[src/rtl/btn_pkg.sv]
// btn_pkg: FSM state encoding and counter width shared by btn_press_detect
package btn_pkg;
  localparam int CNT_W = 8;
  typedef enum logic [2:0] {
    IDLE      = 3'd0,
    DEB_PRESS = 3'd1,
    HELD      = 3'd2,
    LONG      = 3'd3,
    DEB_REL   = 3'd4
  } btn_state_e;
endpackage

[src/rtl/btn_sync2.sv]
// btn_sync2: two-flop synchronizer with a configurable reset value
module btn_sync2 #(
  parameter logic RST_VAL = 1'b1
) (
  input  logic clk,
  input  logic reset_n,
  input  logic d,
  output logic q
);
  logic s1_q, s2_q;
  always_ff @(posedge clk or negedge reset_n) begin
    if (!reset_n) begin
      s1_q <= RST_VAL;
      s2_q <= RST_VAL;
    end else begin
      s1_q <= d;
      s2_q <= s1_q;
    end
  end
  assign q = s2_q;
endmodule

[src/rtl/btn_press_detect.sv]
// btn_press_detect: debounced push-button with short/long press and force-off pulses
// Define BTN_FORCE_OFF_EN to enable force_off detection; otherwise force_off is tied low.
module btn_press_detect
  import btn_pkg::*;
#(
  parameter int DEB_TICKS   = 16,
  parameter int LONG_TICKS  = 61,
  parameter int FORCE_TICKS = 92
) (
  input  logic       clk,
  input  logic       reset_n,
  input  logic       t1ms,
  input  logic       t64ms,
  input  logic       btn_n,
  output logic       btn_db,
  output logic       short_press,
  output logic       long_press,
  output logic       force_off,
  output logic [2:0] state_dbg
);
  localparam logic [CNT_W-1:0] DEB_V  = CNT_W'(DEB_TICKS);
  localparam logic [CNT_W-1:0] LONG_V = CNT_W'(LONG_TICKS);
`ifdef BTN_FORCE_OFF_EN
  localparam logic [CNT_W-1:0] FORCE_V  = CNT_W'(FORCE_TICKS);
  localparam logic [CNT_W-1:0] HOLD_SAT = '1;
`else
  localparam logic [CNT_W-1:0] HOLD_SAT = LONG_V;
`endif

  if (FORCE_TICKS <= LONG_TICKS || DEB_TICKS < 1 || DEB_TICKS > 255 ||
      LONG_TICKS < 1 || LONG_TICKS > 255) begin : g_bad_params
    $error("btn_press_detect: illegal tick parameters");
  end

  btn_state_e       state_q, state_d;
  logic [CNT_W-1:0] deb_q, deb_d, hold_q, hold_d, deb_inc, hold_inc;
  logic             was_long_q, was_long_d, btn_db_q, btn_db_d;
  logic             short_q, short_d, long_q, long_d;
  logic             btn_sync, btn_s;
`ifdef BTN_FORCE_OFF_EN
  logic             force_q, force_d;
`endif

  btn_sync2 #(.RST_VAL(1'b1)) u_sync (
    .clk    (clk),
    .reset_n(reset_n),
    .d      (btn_n),
    .q      (btn_sync)
  );
  assign btn_s = ~btn_sync;

  always_comb begin
    state_d    = state_q;
    deb_d      = deb_q;
    hold_d     = hold_q;
    was_long_d = was_long_q;
    btn_db_d   = btn_db_q;
    short_d    = 1'b0;
    long_d     = 1'b0;
`ifdef BTN_FORCE_OFF_EN
    force_d    = 1'b0;
`endif
    deb_inc    = deb_q + CNT_W'(1);
    hold_inc   = hold_q + CNT_W'(1);
    case (state_q)
      IDLE: if (btn_s) begin
        state_d = DEB_PRESS;
        deb_d   = '0;
      end
      DEB_PRESS: if (!btn_s) state_d = IDLE;
      else if (t1ms) begin
        deb_d = deb_inc;
        if (deb_inc == DEB_V) begin
          state_d  = HELD;
          btn_db_d = 1'b1;
          hold_d   = '0;
        end
      end
      HELD: if (!btn_s) begin
        state_d    = DEB_REL;
        was_long_d = 1'b0;
        deb_d      = '0;
      end else if (t64ms) begin
        hold_d = hold_inc;
        if (hold_inc == LONG_V) begin
          state_d = LONG;
          long_d  = 1'b1;
        end
      end
      LONG: if (!btn_s) begin
        state_d    = DEB_REL;
        was_long_d = 1'b1;
        deb_d      = '0;
      end else if (t64ms && hold_q != HOLD_SAT) begin
        hold_d  = hold_inc;
`ifdef BTN_FORCE_OFF_EN
        force_d = hold_inc == FORCE_V;
`endif
      end
      // a re-press during release debounce resumes the hold where it left off
      DEB_REL: if (btn_s) state_d = was_long_q ? LONG : HELD;
      else if (t1ms) begin
        deb_d = deb_inc;
        if (deb_inc == DEB_V) begin
          state_d  = IDLE;
          btn_db_d = 1'b0;
          short_d  = ~was_long_q;
        end
      end
      default: state_d = IDLE;
    endcase
  end

  always_ff @(posedge clk or negedge reset_n) begin
    if (!reset_n) begin
      state_q    <= IDLE;
      deb_q      <= '0;
      hold_q     <= '0;
      was_long_q <= 1'b0;
      btn_db_q   <= 1'b0;
      short_q    <= 1'b0;
      long_q     <= 1'b0;
    end else begin
      state_q    <= state_d;
      deb_q      <= deb_d;
      hold_q     <= hold_d;
      was_long_q <= was_long_d;
      btn_db_q   <= btn_db_d;
      short_q    <= short_d;
      long_q     <= long_d;
    end
  end

`ifdef BTN_FORCE_OFF_EN
  always_ff @(posedge clk or negedge reset_n) begin
    if (!reset_n) force_q <= 1'b0;
    else force_q <= force_d;
  end
  assign force_off = force_q;
`else
  assign force_off = 1'b0;
`endif

  assign btn_db      = btn_db_q;
  assign short_press = short_q;
  assign long_press  = long_q;
  assign state_dbg   = state_q;
endmodule

[config.mk]
export PLATFORM = sky130hd
export DESIGN_NAME = btn_press_detect
export DESIGN_NICKNAME = d
export VERILOG_FILES = /design/src/rtl/btn_pkg.sv /design/src/rtl/btn_sync2.sv /design/src/rtl/btn_press_detect.sv
export SDC_FILE = /design/constraint.sdc
export NUM_CORES = 1
export LEC_CHECK = 0
export CAP_MARGIN = 15
export CORE_UTILIZATION = 55
export CTS_BUF_LIST = sky130_fd_sc_hd__clkbuf_8
export DETAILED_ROUTE_END_ITERATION = 10
export PLACE_DENSITY_LB_ADDON = 0.12
export SKIP_LAST_GASP = 1
export SLEW_MARGIN = 10
export SYNTH_ARGS = -nofsm -noshare
export SYNTH_HDL_FRONTEND = slang
export SYNTH_SLANG_ARGS = --single-unit
[constraint.sdc]
create_clock -name clk -period 3.21 [get_ports clk]
set_input_delay 0.642 -clock clk [delete_from_list [all_inputs] [get_ports clk]]
set_output_delay 0.642 -clock clk [all_outputs]
set_load 0.01 [all_outputs]
# --- Word level (Yosys, flattened, before mapping) ---
# Cells that the tools add are included.
word_totals:
  ram_bits: 0
  latch_bits: 0
  out_inout_bits: 7
  memories: 0
  reg_bits: 25
  mem_bits_ro: 0
classes:
  n_lt_le_gt_ge: 0
  addsub: 2
  bitwise_logic: 1
  n_eq_ne: 27
  n_mul: 0
  n_div: 0
  mux: 45
  shifts: 0
  reduce_logical: 12
op_table:
  columns: ["cell", "n"]
  rows:
  - ["two-way mux 8 bit", 12]
  - ["two-way mux 3 bit", 11]
  - ["case mux 8 bit (4 select lines)", 1]
  - ["case mux 8 bit (3 select lines)", 1]
  - ["!= test 2 bit, second input constant", 10]
  - ["two-way mux 1 bit", 17]
  - ["adder 8 x 1 -> 8 bit, second input constant", 2]
  - ["AND reduction 8 bit", 2]
  - ["case mux 3 bit (5 select lines)", 1]
  - ["!= test 3 x 2 -> 1 bit, second input constant", 4]
  - ["== test 8 x 5 -> 1 bit, second input constant", 1]
  - ["== test 8 x 6 -> 1 bit, second input constant", 1]
  - ["!= test 2 x 1 -> 1 bit, second input constant", 4]
  - ["!= test 8 x 6 -> 1 bit, second input constant", 1]
  - ["AND reduction 7 bit", 1]
  - ["== test 3 x 2 -> 1 bit, second input constant", 2]
  - ["!= test 3 bit, second input constant", 2]
  - ["AND reduction 5 bit", 1]
  - ["case mux 1 bit (2 select lines)", 2]
  - ["nonzero test 2 bit", 2]
  - ["nonzero test 4 bit", 1]
  - ["== test 3 x 1 -> 1 bit, second input constant", 1]
  - ["== test 3 bit, second input constant", 1]
  - ["zero test 3 bit", 1]
  - ["5 further kinds", 5]

# --- Depth between registers and ports, before layout ---
depth:
  word_depth: 6
  ltp_mapped: 7

# --- Cells and area by module ---
# A second synthesis with hierarchy kept.
unflattened:
  cells_unflattened: 175
  area_unflattened_um2: 1546.5
modules_own_cells:
  columns: ["mod", "area_per_inst_um2", "seq_area_each_um2", "instances", "cells_each"]
  rows:
  - ["btn_press_detect", 1493.9, 575.6, 1, 173]
  - ["btn_sync2", 52.6, 52.6, 1, 2]

# --- Least setup slack after synthesis ---
# Ideal clock, no wire load.
synth_timing:
  path_kind: "reg2reg"
  from: "register state_q[2] (netlist: state_dbg[2])"
  to: "register deb_q[7]"
  stages_incl_launch_ff: 8
  arrival_time_ns: 1.513
  t_required_ns: 3.115
  setup_time_ns: 0.095
  slack_ns: 1.602
  path_cell_list: "dfrtp_1 > buf_4 > nor2_2 > a31oi_1 > and3_1 > or2_0 > clkbuf_1 > o31ai_1"
synth_via:
  elab_chain_len: 4
synth_rtl:
  columns: ["element", "line_no", "text"]
  rows:
  - ["from (decl)", "btn_press_detect.sv:35", "btn_state_e state_q, state_d;"]
  - ["from (signal assigned)", "btn_press_detect.sv:124", "state_q <= state_d;"]
  - ["== test 3 x 2 -> 1 bit", "btn_press_detect.sv:65", "case (state_q)"]
  - ["OR reduction 2 bit (no source line)", null, null]
  - ["!= test 2 x 1 -> 1 bit (no source line) or nonzero test 4 bit (tied branches)", null, null]
  - ["AND reduction 5 bit (no source line)", null, null]
  - ["to (signal assigned)", "btn_press_detect.sv:117", "deb_q <= '0;"]
  - ["to (signal assigned)", "btn_press_detect.sv:125", "deb_q <= deb_d;"]
  - ["to (decl)", "btn_press_detect.sv:36", "logic [CNT_W-1:0] deb_q, deb_d, hold_q, hold_d, deb_inc, hold_inc;"]
# Parallel ways exist; a longest one is shown, timed or not.
# A chain may end at the register's enable or synchronous reset.

# --- Final worst setup path ---
layout_timing:
  from: "register state_q[0] (netlist: state_dbg[0])"
  to: "output port state_dbg[0]"
layout_lines:
  columns: ["element", "line_no", "text"]
  rows:
  - ["to (decl)", "btn_press_detect.sv:19", "output logic [2:0] state_dbg"]
# No word-level cell between the ends.

==> qor.yml <==
crit_slowest_cell: "dfrtp_1"
grtUsageTotal_pct: 23.80
post-layout-total-power_uw: 674.6
synth_edf_count: 0
max_freq_ghz: 0.4638
synth_cell_types: 51
first_pass_iters: 4
synth_area_leaders: "dfrtp_1 (38%), nand2_1 (4.2%), dfstp_2 (3.5%)"
synthTopCellsByCount: "dfrtp_1 (23), nand2_1 (17), nor2_1 (12)"
synthArstFlopShare_pct: 100.0
max_stage_delay_ps: 620
ys_seq_area_share_pct: 41.66
vias_per_cell: 6.119
synth_top_cell_area_share_pct: 38.17
crit_chain: "clkdlybuf4s50_1"
grtUsageMet3_pct: 5.000
avgSynthCellArea_um2: 9.138
antenna_left: 0
worstPathRequired_ps: 2570
utilization_pct: 65.48
num_rows: 18
core_um2: 2522
startpoint_type: "flip-flop"
cts.sinks: 25
period_share_pct: 67.17
ctsResizeCount: 0
place_hpwl_um: 2209
yosys_warnings: 0
numCtsBuffers: 3
timing.final.crit_period_ps: 2156
path_buf_inv: 1
area_growth_pct: 9.543
critical_path_class: "flip-flop to output pin"
grt.met2_usage_pct: 38.01
die_y_um: 54.36
cts_tree: "done"
grtUsageMet1_pct: 31.87
post_cts_buffers: 0
clockBufferDepth: 2
cts-root-buf: "clkbuf_8"
synth_cells: 165
power_density_nw_per_um2: 408.4
drc: 0
critPathMaxFanout: 10
layout-drive-gt1-share_pct: 12.21
grt-ovfl-total: 0
syn_nets: 174
die_w_um: 54.36
ios: 12
grt_pass1_wl_um: 4968
yosysTopAreaCell: "dfrtp_1"
hold_viol_final: 0
drt-total-wl_um: 2923
grt_pass1_vias: 1121
hold_path.class: "flip-flop to flip-flop"
final.setup.tns_ps: 0
post-synth-top-count-cell: "dfrtp_1"
start_util_pct: 59.77
synth-seq-cells: 25
status: "finished, final reports clean"
nets: 182
clkLatencyLatePin_ps: 270
slew_violations: 0
cp-end-kind: "output pin"
die-area_um2: 2954
grt_antenna_before_repair: 0
n_antenna_cell: 0
h-tree-depth: 1
synthFlopType: "dfrtp_1"
fin_worst_skew_ps: 5.377
crit_path_start: "state_dbg[0]"
holdBufCountCts: 0
cp.arrival_ps: 1510
gp_congestion: 0.8139
min-delay-start: "u_sync.s1_q"
grt_max_degree: 26
route.detailed.wl_per_inst_um: 14.47
vias: 1236
finalSetupViolations: 0
grt.busiest_layer: "met2"
p_leak_uw: 0.0006579
initialDrtViolationCount: 37
worst_ir_drop_vdd_mv: 0.4006
io_buffers: 10
critPathTopFamily: "flip-flops"
cap_violations: 0
syn-cell-area_um2: 1508
clk_pin_slew_ps: 90
grt_setup_unrepaired: "no"
reg2reg_from: "state_dbg[0]"
## layout make-up
type	instances	area, um^2
timing repair buffer	11	107.6
tap	30	37.54
sequential	25	628.1
inverter	8	30.03
clock buffer	3	41.29
fill	203	870.8
multi-input combinational	124	802.0
clock inverter	1	5.005
## report_power, final
group          total [uW]  switching (uW)  internal, uW
Combinational         117            73.1          44.3
Sequential            372            32.8           339
Clock                 185            98.0          86.9
Total                 675             204           471
## per-layer routing
| metal | part of all wire (%) | wire [um] |
|---|---|---|
| met2 | 45 | 1303 |
| met3 | 4.4 | 128 |
| met4 | 0.89 | 26 |
| met1 | 50 | 1464 |
| met5 | 0 | 0 |
## sequential cells by signal, summed over array words and instances, names as in the netlist
| register | flops |
|---|---|
| hold_q | 8 |
| was_long_q | 1 |
| deb_q | 8 |
| u_sync.q | 1 |
| btn_db | 1 |
| short_press | 1 |
| long_press | 1 |
| state_dbg | 3 |
| u_sync.s1_q | 1 |
## placed cells by master, fill, tap and decap left out, drive strengths merged, types with 2 or more instances in the layout
master / Yosys / routed
nor2: 14 / 14
o31ai: 6 / 6
and3: 4 / 4
and4: 2 / 2
mux2: 2 / 2
o211ai: 6 / 6
a21o: 2 / 2
xor2: 3 / 3
nand3: 7 / 7
o22ai: 2 / 2
a31oi: 3 / 3
nand4: 4 / 4
a21oi: 7 / 7
dfrtp: 23 / 23
nand2: 17 / 17
nand2b: 2 / 2
o21ai: 16 / 16
o2111ai: 2 / 2
and2: 2 / 2
ha: 4 / 4
or2: 2 / 2
inv: 8 / 8
dfstp: 2 / 2
clkdlybuf4s50: 0 / 10
clkbuf: 2 / 3
nor3: 3 / 3
## logic make-up (layout without fill, tap and decap cells)
family,Yosys count,in the layout,share of synthesized area (%)
and+or+nand+nor,61,61,21.00
DFF,25,25,41.66
AOI/OAI and AO/OA,52,52,24.81
buffers and inverters,16,23,5.146
xor gates and xnor gates,4,4,2.324
other,1,1,0.2487
muxes,2,2,1.494
adders and majority gates,4,4,3.320
## final timing paths
check                          endpoint  slack [ps]  depth (start not counted)
setup / recovery           state_dbg[0]        1050                          1
hold / removal                 u_sync.q         360                          0
setup reg to reg               deb_q[3]        1250                          5
hold reg to reg                u_sync.q         360                          0
max in group asynchronous   u_sync.s1_q        2200                          2
min in group asynchronous      deb_q[0]         720                          2
## per-stage QoR
stage	setup WS [ps]	hold slack, ps	cell area [um^2]	cells
6_report	1054	362.3	1652	202
4_1_cts	1055	364.4	1652	202
3_5_place_dp	893.5	351.4	1605	198
3_3_place_gp	983.2	346.8	1605	198
2_1_floorplan	1602	345.2	1508	165
5_1_grt	1011	369.1	1652	202
No activity file was read; power rests on OpenSTA's default activity.
